$ cat src/rtl/dac_spi_frame_receiver.sv
// Oversampling receiver for a multi-lane DAC serial bus: recovers one word per
// lane per CS_N frame, MSB first, and flags frames with the wrong bit count.
module dac_spi_frame_receiver #(
  parameter int NUM_CH      = 4,
  parameter int WORD_BITS   = 16,
  parameter int SYNC_STAGES = 2
) (
  input  logic                        clk,
  input  logic                        reset,
  input  logic                        spi_sck,
  input  logic [NUM_CH-1:0]           spi_cs_n,
  input  logic [NUM_CH-1:0]           spi_sdo,
  input  logic                        error_clear,
  output logic [NUM_CH*WORD_BITS-1:0] data_out,
  output logic [NUM_CH-1:0]           data_valid,
  output logic [NUM_CH-1:0]           frame_error,
  output logic [NUM_CH-1:0]           error_sticky,
  output logic [31:0]                 frame_count
);

  localparam int CNT_W   = $clog2(WORD_BITS + 2);
  localparam int FLUSH_W = $clog2(SYNC_STAGES + 2);
  localparam logic [CNT_W-1:0]   CNT_FULL   = CNT_W'(WORD_BITS);
  localparam logic [CNT_W-1:0]   CNT_MAX    = CNT_W'(WORD_BITS + 1);
  localparam logic [FLUSH_W-1:0] FLUSH_LAST = FLUSH_W'(SYNC_STAGES + 1);

  // Synchronizer chains; stage 0 samples the pins.
  logic [SYNC_STAGES-1:0]        sck_sync_q, sck_sync_d;
  logic [SYNC_STAGES*NUM_CH-1:0] cs_sync_q, cs_sync_d;
  logic [SYNC_STAGES*NUM_CH-1:0] sdo_sync_q, sdo_sync_d;

  logic              s_sck;
  logic [NUM_CH-1:0] s_cs_n, s_sdo;
  logic              p_sck_q, p_sck_d;
  logic [NUM_CH-1:0] p_cs_n_q, p_cs_n_d;

  // Edge flags are registered together with aligned copies of cs_n/sdo.
  logic              sck_rise_q, sck_rise_d;
  logic [NUM_CH-1:0] cs_rise_q, cs_rise_d;
  logic [NUM_CH-1:0] cs_fall_q, cs_fall_d;
  logic [NUM_CH-1:0] cs_dly_q, cs_dly_d;
  logic [NUM_CH-1:0] sdo_dly_q, sdo_dly_d;

  logic [FLUSH_W-1:0] flush_q, flush_d;
  logic               flushed;

  logic [WORD_BITS-1:0] shift_q [NUM_CH];
  logic [WORD_BITS-1:0] shift_d [NUM_CH];
  logic [CNT_W-1:0]     cnt_q   [NUM_CH];
  logic [CNT_W-1:0]     cnt_d   [NUM_CH];
  logic [NUM_CH-1:0]    armed_q, armed_d;

  logic [NUM_CH*WORD_BITS-1:0] data_q, data_d;
  logic [NUM_CH-1:0]           valid_q, valid_d;
  logic [NUM_CH-1:0]           err_q, err_d;
  logic [NUM_CH-1:0]           sticky_q, sticky_d;
  logic [31:0]                 count_q, count_d;
  logic [31:0]                 count_inc;

  assign s_sck   = sck_sync_q[SYNC_STAGES-1];
  assign s_cs_n  = cs_sync_q[SYNC_STAGES*NUM_CH-1 -: NUM_CH];
  assign s_sdo   = sdo_sync_q[SYNC_STAGES*NUM_CH-1 -: NUM_CH];
  assign flushed = (flush_q == FLUSH_LAST);

  always_comb begin
    sck_sync_d = {sck_sync_q[SYNC_STAGES-2:0], spi_sck};
    cs_sync_d  = {cs_sync_q[(SYNC_STAGES-1)*NUM_CH-1:0], spi_cs_n};
    sdo_sync_d = {sdo_sync_q[(SYNC_STAGES-1)*NUM_CH-1:0], spi_sdo};
    p_sck_d    = s_sck;
    p_cs_n_d   = s_cs_n;
    sck_rise_d = s_sck & ~p_sck_q;
    cs_rise_d  = s_cs_n & ~p_cs_n_q;
    cs_fall_d  = ~s_cs_n & p_cs_n_q;
    cs_dly_d   = s_cs_n;
    sdo_dly_d  = s_sdo;
    flush_d    = flushed ? flush_q : flush_q + FLUSH_W'(1);
  end

  // Arming waits for the synchronizers to flush their reset values, so a
  // frame already in progress when reset drops is never mistaken for idle.
  always_comb begin
    shift_d   = shift_q;
    cnt_d     = cnt_q;
    armed_d   = armed_q;
    data_d    = data_q;
    valid_d   = '0;
    err_d     = '0;
    count_inc = '0;
    for (int i = 0; i < NUM_CH; i++) begin
      if (flushed && cs_dly_q[i]) armed_d[i] = 1'b1;
      if (armed_q[i]) begin
        if (cs_fall_q[i]) begin
          shift_d[i] = '0;
          cnt_d[i]   = '0;
        end
        if (sck_rise_q && !cs_dly_q[i]) begin
          shift_d[i] = {shift_d[i][WORD_BITS-2:0], sdo_dly_q[i]};
          if (cnt_d[i] != CNT_MAX) cnt_d[i] = cnt_d[i] + CNT_W'(1);
        end
        if (cs_rise_q[i]) begin
          if (cnt_q[i] == CNT_FULL) begin
            valid_d[i] = 1'b1;
            data_d[i*WORD_BITS +: WORD_BITS] = shift_q[i];
          end else begin
            err_d[i] = 1'b1;
          end
        end
      end
      count_inc = count_inc + {31'b0, valid_d[i]};
    end
    count_d  = count_q + count_inc;
    // A new error on a lane overrides a simultaneous clear.
    sticky_d = (sticky_q & ~{NUM_CH{error_clear}}) | err_d;
  end

  always_ff @(posedge clk) begin
    if (reset) begin
      sck_sync_q <= '0;
      cs_sync_q  <= '1;
      sdo_sync_q <= '0;
      p_sck_q    <= 1'b0;
      p_cs_n_q   <= '1;
      sck_rise_q <= 1'b0;
      cs_rise_q  <= '0;
      cs_fall_q  <= '0;
      cs_dly_q   <= '1;
      sdo_dly_q  <= '0;
      flush_q    <= '0;
      armed_q    <= '0;
      data_q     <= '0;
      valid_q    <= '0;
      err_q      <= '0;
      sticky_q   <= '0;
      count_q    <= '0;
      for (int i = 0; i < NUM_CH; i++) begin
        shift_q[i] <= '0;
        cnt_q[i]   <= '0;
      end
    end else begin
      sck_sync_q <= sck_sync_d;
      cs_sync_q  <= cs_sync_d;
      sdo_sync_q <= sdo_sync_d;
      p_sck_q    <= p_sck_d;
      p_cs_n_q   <= p_cs_n_d;
      sck_rise_q <= sck_rise_d;
      cs_rise_q  <= cs_rise_d;
      cs_fall_q  <= cs_fall_d;
      cs_dly_q   <= cs_dly_d;
      sdo_dly_q  <= sdo_dly_d;
      flush_q    <= flush_d;
      armed_q    <= armed_d;
      data_q     <= data_d;
      valid_q    <= valid_d;
      err_q      <= err_d;
      sticky_q   <= sticky_d;
      count_q    <= count_d;
      for (int i = 0; i < NUM_CH; i++) begin
        shift_q[i] <= shift_d[i];
        cnt_q[i]   <= cnt_d[i];
      end
    end
  end

  assign data_out     = data_q;
  assign data_valid   = valid_q;
  assign frame_error  = err_q;
  assign error_sticky = sticky_q;
  assign frame_count  = count_q;

endmodule

$ cat config.mk
export PLATFORM = sky130hd
export DESIGN_NAME = dac_spi_frame_receiver
export DESIGN_NICKNAME = d
export VERILOG_FILES = /design/src/rtl/dac_spi_frame_receiver.sv
export SDC_FILE = /design/constraint.sdc
export NUM_CORES = 1
export LEC_CHECK = 0
export BUFFER_PORTS_ARGS = -buffer_cell sky130_fd_sc_hd__buf_2
export CAP_MARGIN = 40
export CORE_MARGIN = 8
export CORE_UTILIZATION = 40
export CTS_CLUSTER_SIZE = 25
export DETAILED_ROUTE_END_ITERATION = 16
export GPL_TIMING_DRIVEN = 0
export HOLD_SLACK_MARGIN = 0.12
export SLEW_MARGIN = 10
export SYNTH_ARGS = -nofsm -noshare
export SYNTH_HDL_FRONTEND = slang
export SYNTH_SLANG_ARGS = --single-unit
$ cat constraint.sdc
create_clock -name clk -period 3.7 [get_ports clk]
set_input_delay 0.185 -clock clk [delete_from_list [all_inputs] [get_ports clk]]
set_output_delay 0.185 -clock clk [all_outputs]
set_load 0.01 [all_outputs]
; ---- Yosys cells after proc, flatten, opt, wreduce, memory -nomap -nowiden
; Index checks and enable logic that the tools add are counted.
[op_classes]
addsub = 9
n_eq_ne = 9
mux = 48
bitwise = 9
reduce_logical = 24
[ops]
columns = op, count
row1 = $mux W16, 8
row2 = $mux W5, 16
row3 = $add A32 B4 Y32, 1
row4 = $mux W1, 24
row5 = $add A5 B1 Y5 const B, 4
row6 = $eq A5 B5 Y1 const B, 4
row7 = $ne A5 B5 Y1 const B, 4
row8 = $and A4 B4 Y4, 3
row9 = $not A4 Y4, 3
row10 = $reduce_and A3 Y1, 4
row11 = $logic_and A1 B1 Y1, 8
row12 = $reduce_and A2 Y1, 4
row13 = $reduce_bool A2 Y1, 4
row14 = $add A3 B1 Y4, 1
row15 = $logic_not A1 Y1, 4
row16 = $or A4 B4 Y4, 1
row17 = $add A2 B1 Y3, 1
row18 = $add A1 B1 Y2, 1
row19 = $add A2 B1 Y2 const B, 1
row20 = $eq A2 B2 Y1 const B, 1
row21 = $and A1 B1 Y1, 1
row22 = $not A1 Y1, 1
[word_totals]
ff_bits = 234
in_bits = 12

; ---- Logic depth before layout (Yosys ltp)
[depth]
depth_word = 8
depth_mapped = 13
mapped_depth_nobuf = 10

; ---- Worst setup path before layout
; No wires, ideal clock.
[synth_timing]
path_type = register to register
startpoint = register cnt_q[17] (netlist bit)
endpoint = register count_q[26], in the netlist frame_count[26]
setup_ps = 101
arrival_ps = 3287
slack_ps = 312
path_stages_with_launch = 14
synth_period_minus_slack_ps = 3388
path_cell_list = dfxtp_1 -> nor3b_1 -> nand4_1 -> buf_2 -> buf_2 -> fa_1 -> inv_1 -> fa_1 -> fa_1 -> and2_1 -> nand3_1 -> buf_2 -> o311ai_0 -> o41ai_1
[synth_via]
elab_chain_cells = 8
[synth_rtl]
columns = item, line_no
row1 = from (decl), 49  ; logic [CNT_W-1:0] cnt_q [NUM_CH];
row2 = "from (signal, indexed assignment)", 159  ; cnt_q[i] <= cnt_d[i];
row3 = $eq A5 B5 Y1, 101  ; if (cnt_q[i] == CNT_FULL) begin
row4 = $mux W1, 101
row5 = $mux W1, 100  ; if (cs_rise_q[i]) begin
row6 = $mux W1, 91  ; if (armed_q[i]) begin
row7 = $add A1 B1 Y2, 109  ; count_inc = count_inc + {31'b0, valid_d[i]};
row8 = $add A2 B1 Y3, 109
row9 = $add A3 B1 Y4, 109
row10 = $add A32 B4 Y32, 111  ; count_d = count_q + count_inc;
row11 = to (signal assigned), 156  ; count_q <= count_d;
row12 = to (decl), 57  ; logic [31:0] count_q, count_d;
; No other way between the ends.
; A chain may end at the register's enable or synchronous reset.

; ---- Worst setup path in the final report
[layout_timing]
startpoint = register cnt_q[7] (netlist bit)
endpoint = register count_q[26], in the netlist frame_count[26]
[layout_via]
elab_chain_cells = 7
[layout_rtl]
columns = item, line_no
row1 = $eq A5 B5 Y1, 101
row2 = $mux W1, 101
row3 = $mux W1, 100
row4 = $mux W1, 91
row5 = $add A2 B1 Y3, 109
row6 = $add A3 B1 Y4, 109
row7 = $add A32 B4 Y32, 111
; No other way between the ends.

==> impl_metrics.json <==
{
  "outcome": "complete, no violations",
  "hp-class": "input port to flop",
  "cp-startpoint": "cnt_q[7]$_SDFFE_PP0P_",
  "root_buffer": "clkbuf_16",
  "wl_um": 21700,
  "gr-total-overflow": 0,
  "vias": 7106,
  "reg2regPathDepth": 12,
  "crit_family": "adder cells",
  "tightestPinTransition_ps": 737,
  "final.setup.tns_ps": 0,
  "clkTransAtPathRegs_ps": 60,
  "ys_seq_area_share_pct": 52.2,
  "postCtsSetupBuffers": 0,
  "slowest_delay_ps": 520,
  "relSlewSlack_pct": 50.9,
  "routedWlPerCell_um": 15.7,
  "drive_above_1_share_pct": 20.2,
  "dieArea_mm2": 0.0275,
  "ys_warn_count": 0,
  "final_hold_viol_count": 0,
  "fp.dieH_um": 166,
  "cp_num_buf_inv": 3,
  "maxCapViolCount": 0,
  "setup.worst_path.end_class": "flop",
  "hpwl_um": 15200,
  "clk_latency_ps": 520,
  "cts_max_path_buffers": 3,
  "antenna_left": 0,
  "hold_depth": 3,
  "dr.pass1.iters": 4,
  "area_growth_pct": 20.8,
  "synth.area.top_cells": "dfxtp_1 52%, nor2_1 7.4%, mux2i_1 7.2%",
  "die_w_um": 166,
  "worstPathMaxFanout": 18,
  "yosys-top-cells-count": "234 x dfxtp_1, 177 x nor2_1, 65 x mux2i_1",
  "irDropWorstVdd_v": 0.000293,
  "period_share_pct": 95.0,
  "fin_nets": 1106,
  "synth_top_cell_by_area": "dfxtp_1",
  "grt_max_degree": 19,
  "synth_cell_types": 48,
  "reg2reg_to": "frame_count[26]$_SDFF_PP0_",
  "synth_top_area_share_pct": 52.2,
  "hp-start": "error_clear",
  "fmax_ghz": 0.285,
  "io_buffers": 119,
  "crit_type": "flop to flop",
  "syn-num-nets": 952,
  "gr-usage-all-layers_pct": 15.4,
  "synth-edff-count": 0,
  "clock-sinks": 234,
  "worst_path_max_delay_cell": "fa_1",
  "crit_path_frequent_cell": "fa_1",
  "htreeDepth": 1,
  "slew_violations": 0,
  "netlist_area_mm2": 0.00898,
  "cts_tree": "built",
  "crit_arrival_ps": 3930,
  "synthArstFlopShare_pct": 0,
  "crit_cells": 12,
  "via_per_inst": 5.13,
  "grt_pass1_vias": 6832,
  "rows": 55,
  "gp_congestion": 0.801,
  "cp_data_required_time_ps": 4120,
  "io_pins": 120,
  "antenna_found_initial": 0,
  "r2r_start": "cnt_q[7]$_SDFFE_PP0P_",
  "cp_cell_sequence": "nor3b_2 > nand4_1 > buf_4 > fa_1 > inv_1 > fa_1 > fa_1 > and2_1 > nand3_2 > buf_4 > o311ai_0 > o41ai_1",
  "grt_pass1_wl_um": 35900,
  "r2r_setup_slack_ps": 190,
  "synth_flop_cell": "dfxtp_1",
  "antenna_cells": 0,
  "power_density_mw_per_mm2": 480,
  "p_leak_nw": 4.90,
  "synth.most_common_cell": "dfxtp_1",
  "start_util_pct": 40.1,
  "utilization_pct": 48.5,
  "fin_skew_ps": 15.5,
  "first_iter_violations": 346,
  "timing.final.crit_period_ps": 3510,
  "crit_path_end": "frame_count[26]$_SDFF_PP0_",
  "critPathLaunchType": "flop",
  "ys_ff_latch": 234,
  "cts-buffers-inserted": 25,
  "setup_violations": 0,
  "core-area_mm2": 0.0224,
  "avgSynthCellArea_um2": 9.69,
  "drc": 0,
  "syn_inst": 927
}
## cells in the final DEF (no fill, tap or decap), types with 10 or more instances in the layout
cell | netlist | routed
mux2_2 | 11 | 11
and4_1 | 12 | 12
dlygate4sd3_1 | 0 | 10
dfxtp_1 | 234 | 234
a22oi_1 | 60 | 60
ha_1 | 10 | 10
clkbuf_16 | 0 | 25
buf_2 | 21 | 135
a31oi_1 | 16 | 16
nor2_1 | 177 | 177
inv_1 | 18 | 18
nand2b_1 | 12 | 12
or2_2 | 17 | 17
clkbuf_1 | 37 | 38
clkinv_2 | 0 | 10
a21oi_1 | 21 | 21
mux2i_1 | 65 | 65
nand4_1 | 15 | 15
nor2b_1 | 41 | 41
o21ai_0 | 12 | 12
nand2_1 | 22 | 22
## tightest hold or removal path, cell delays in order
cell	delay [ps]
buf_2	90
nor2_1	120
a21o_1	200
## per-layer routing
| layer | global-route usage [%] | wire length (um) |
|---|---|---|
| met1 | 21.3 | 10800 |
| met4 | 3.75 | 404 |
| met3 | 3.23 | 1030 |
| met5 | 0 | 0 |
| met2 | 24.0 | 9480 |
## repair_timing
item	CTS	global route
gates resized for setup	4	4
pin swaps	0	0
hold buffers	10	0
setup endpoints to repair	13	12
hold endpoints to repair	11	0
gates cloned	0	0
## cell type report
class / count / area (um2)
Tap cell: 285 / 357
Multi-Input combinational cell: 611 / 3970
Sequential cell: 234 / 4680
Timing Repair Buffer: 129 / 696
Inverter: 18 / 67.6
Fill cell: 2153 / 11500
Buffer: 62 / 272
Clock buffer: 30 / 684
Clock inverter: 16 / 120
## state kept, by name, indices dropped and copies added, names as in the netlist
signal and count:
frame_error 4, flush_q 2, cs_fall_q 4, frame_count 32, cnt_q 20, cs_rise_q 4, error_sticky 4, data_valid 4
data_out 64, cs_sync_q 8, shift_q 64, armed_q 4, sdo_dly_q 4, sck_rise_q 1, p_sck_q 1, cs_dly_q 4
sdo_sync_q 8, sck_sync_q 2
## through the flow
step	hold WS [ps]	power, mW	instances	area, um2	worst slack (ps)
after floorplan	289	2.78	927	8980	312
after global placement	374	2.84	1331	9930	-377
after detailed placement	382	2.85	1331	9930	-442
after CTS	131	5.26	1385	10800	21.0
after global routing	139	5.40	1385	10800	-8.48
final	131	5.20	1385	10800	186
## cells by family (layout without fill, tap and decap cells)
group | Yosys count | in the layout | synth area share, %
AO/OA/AOI/OAI | 151 | 151 | 11.6
XOR/XNOR | 11 | 11 | 1.07
adder cells (fa/ha/maj) | 13 | 13 | 2.06
buffers and inverters | 82 | 255 | 3.80
flip-flops | 234 | 234 | 52.2
multiplexers | 76 | 76 | 8.63
AND/OR/NAND/NOR | 360 | 360 | 20.6
## power breakdown
part           switching [mW]  internal [mW]  leakage (nW)
clock                    1.01           1.39         0.400
sequential             0.0349           2.56          1.89
combinational           0.126         0.0774          2.61
total                    1.17           4.03          4.90
## how the worst min path moves through the flow
stage	endpoint
floorplan	cs_sync_q[0]$_SDFF_PP1_
global placement	sck_rise_q$_SDFF_PP0_
detailed placement	sck_rise_q$_SDFF_PP0_
CTS	error_sticky[0]$_SDFF_PP0_
global route	error_sticky[2]$_SDFF_PP0_
finish	error_sticky[0]$_SDFF_PP0_
No activity file was read; power rests on OpenSTA's default activity.
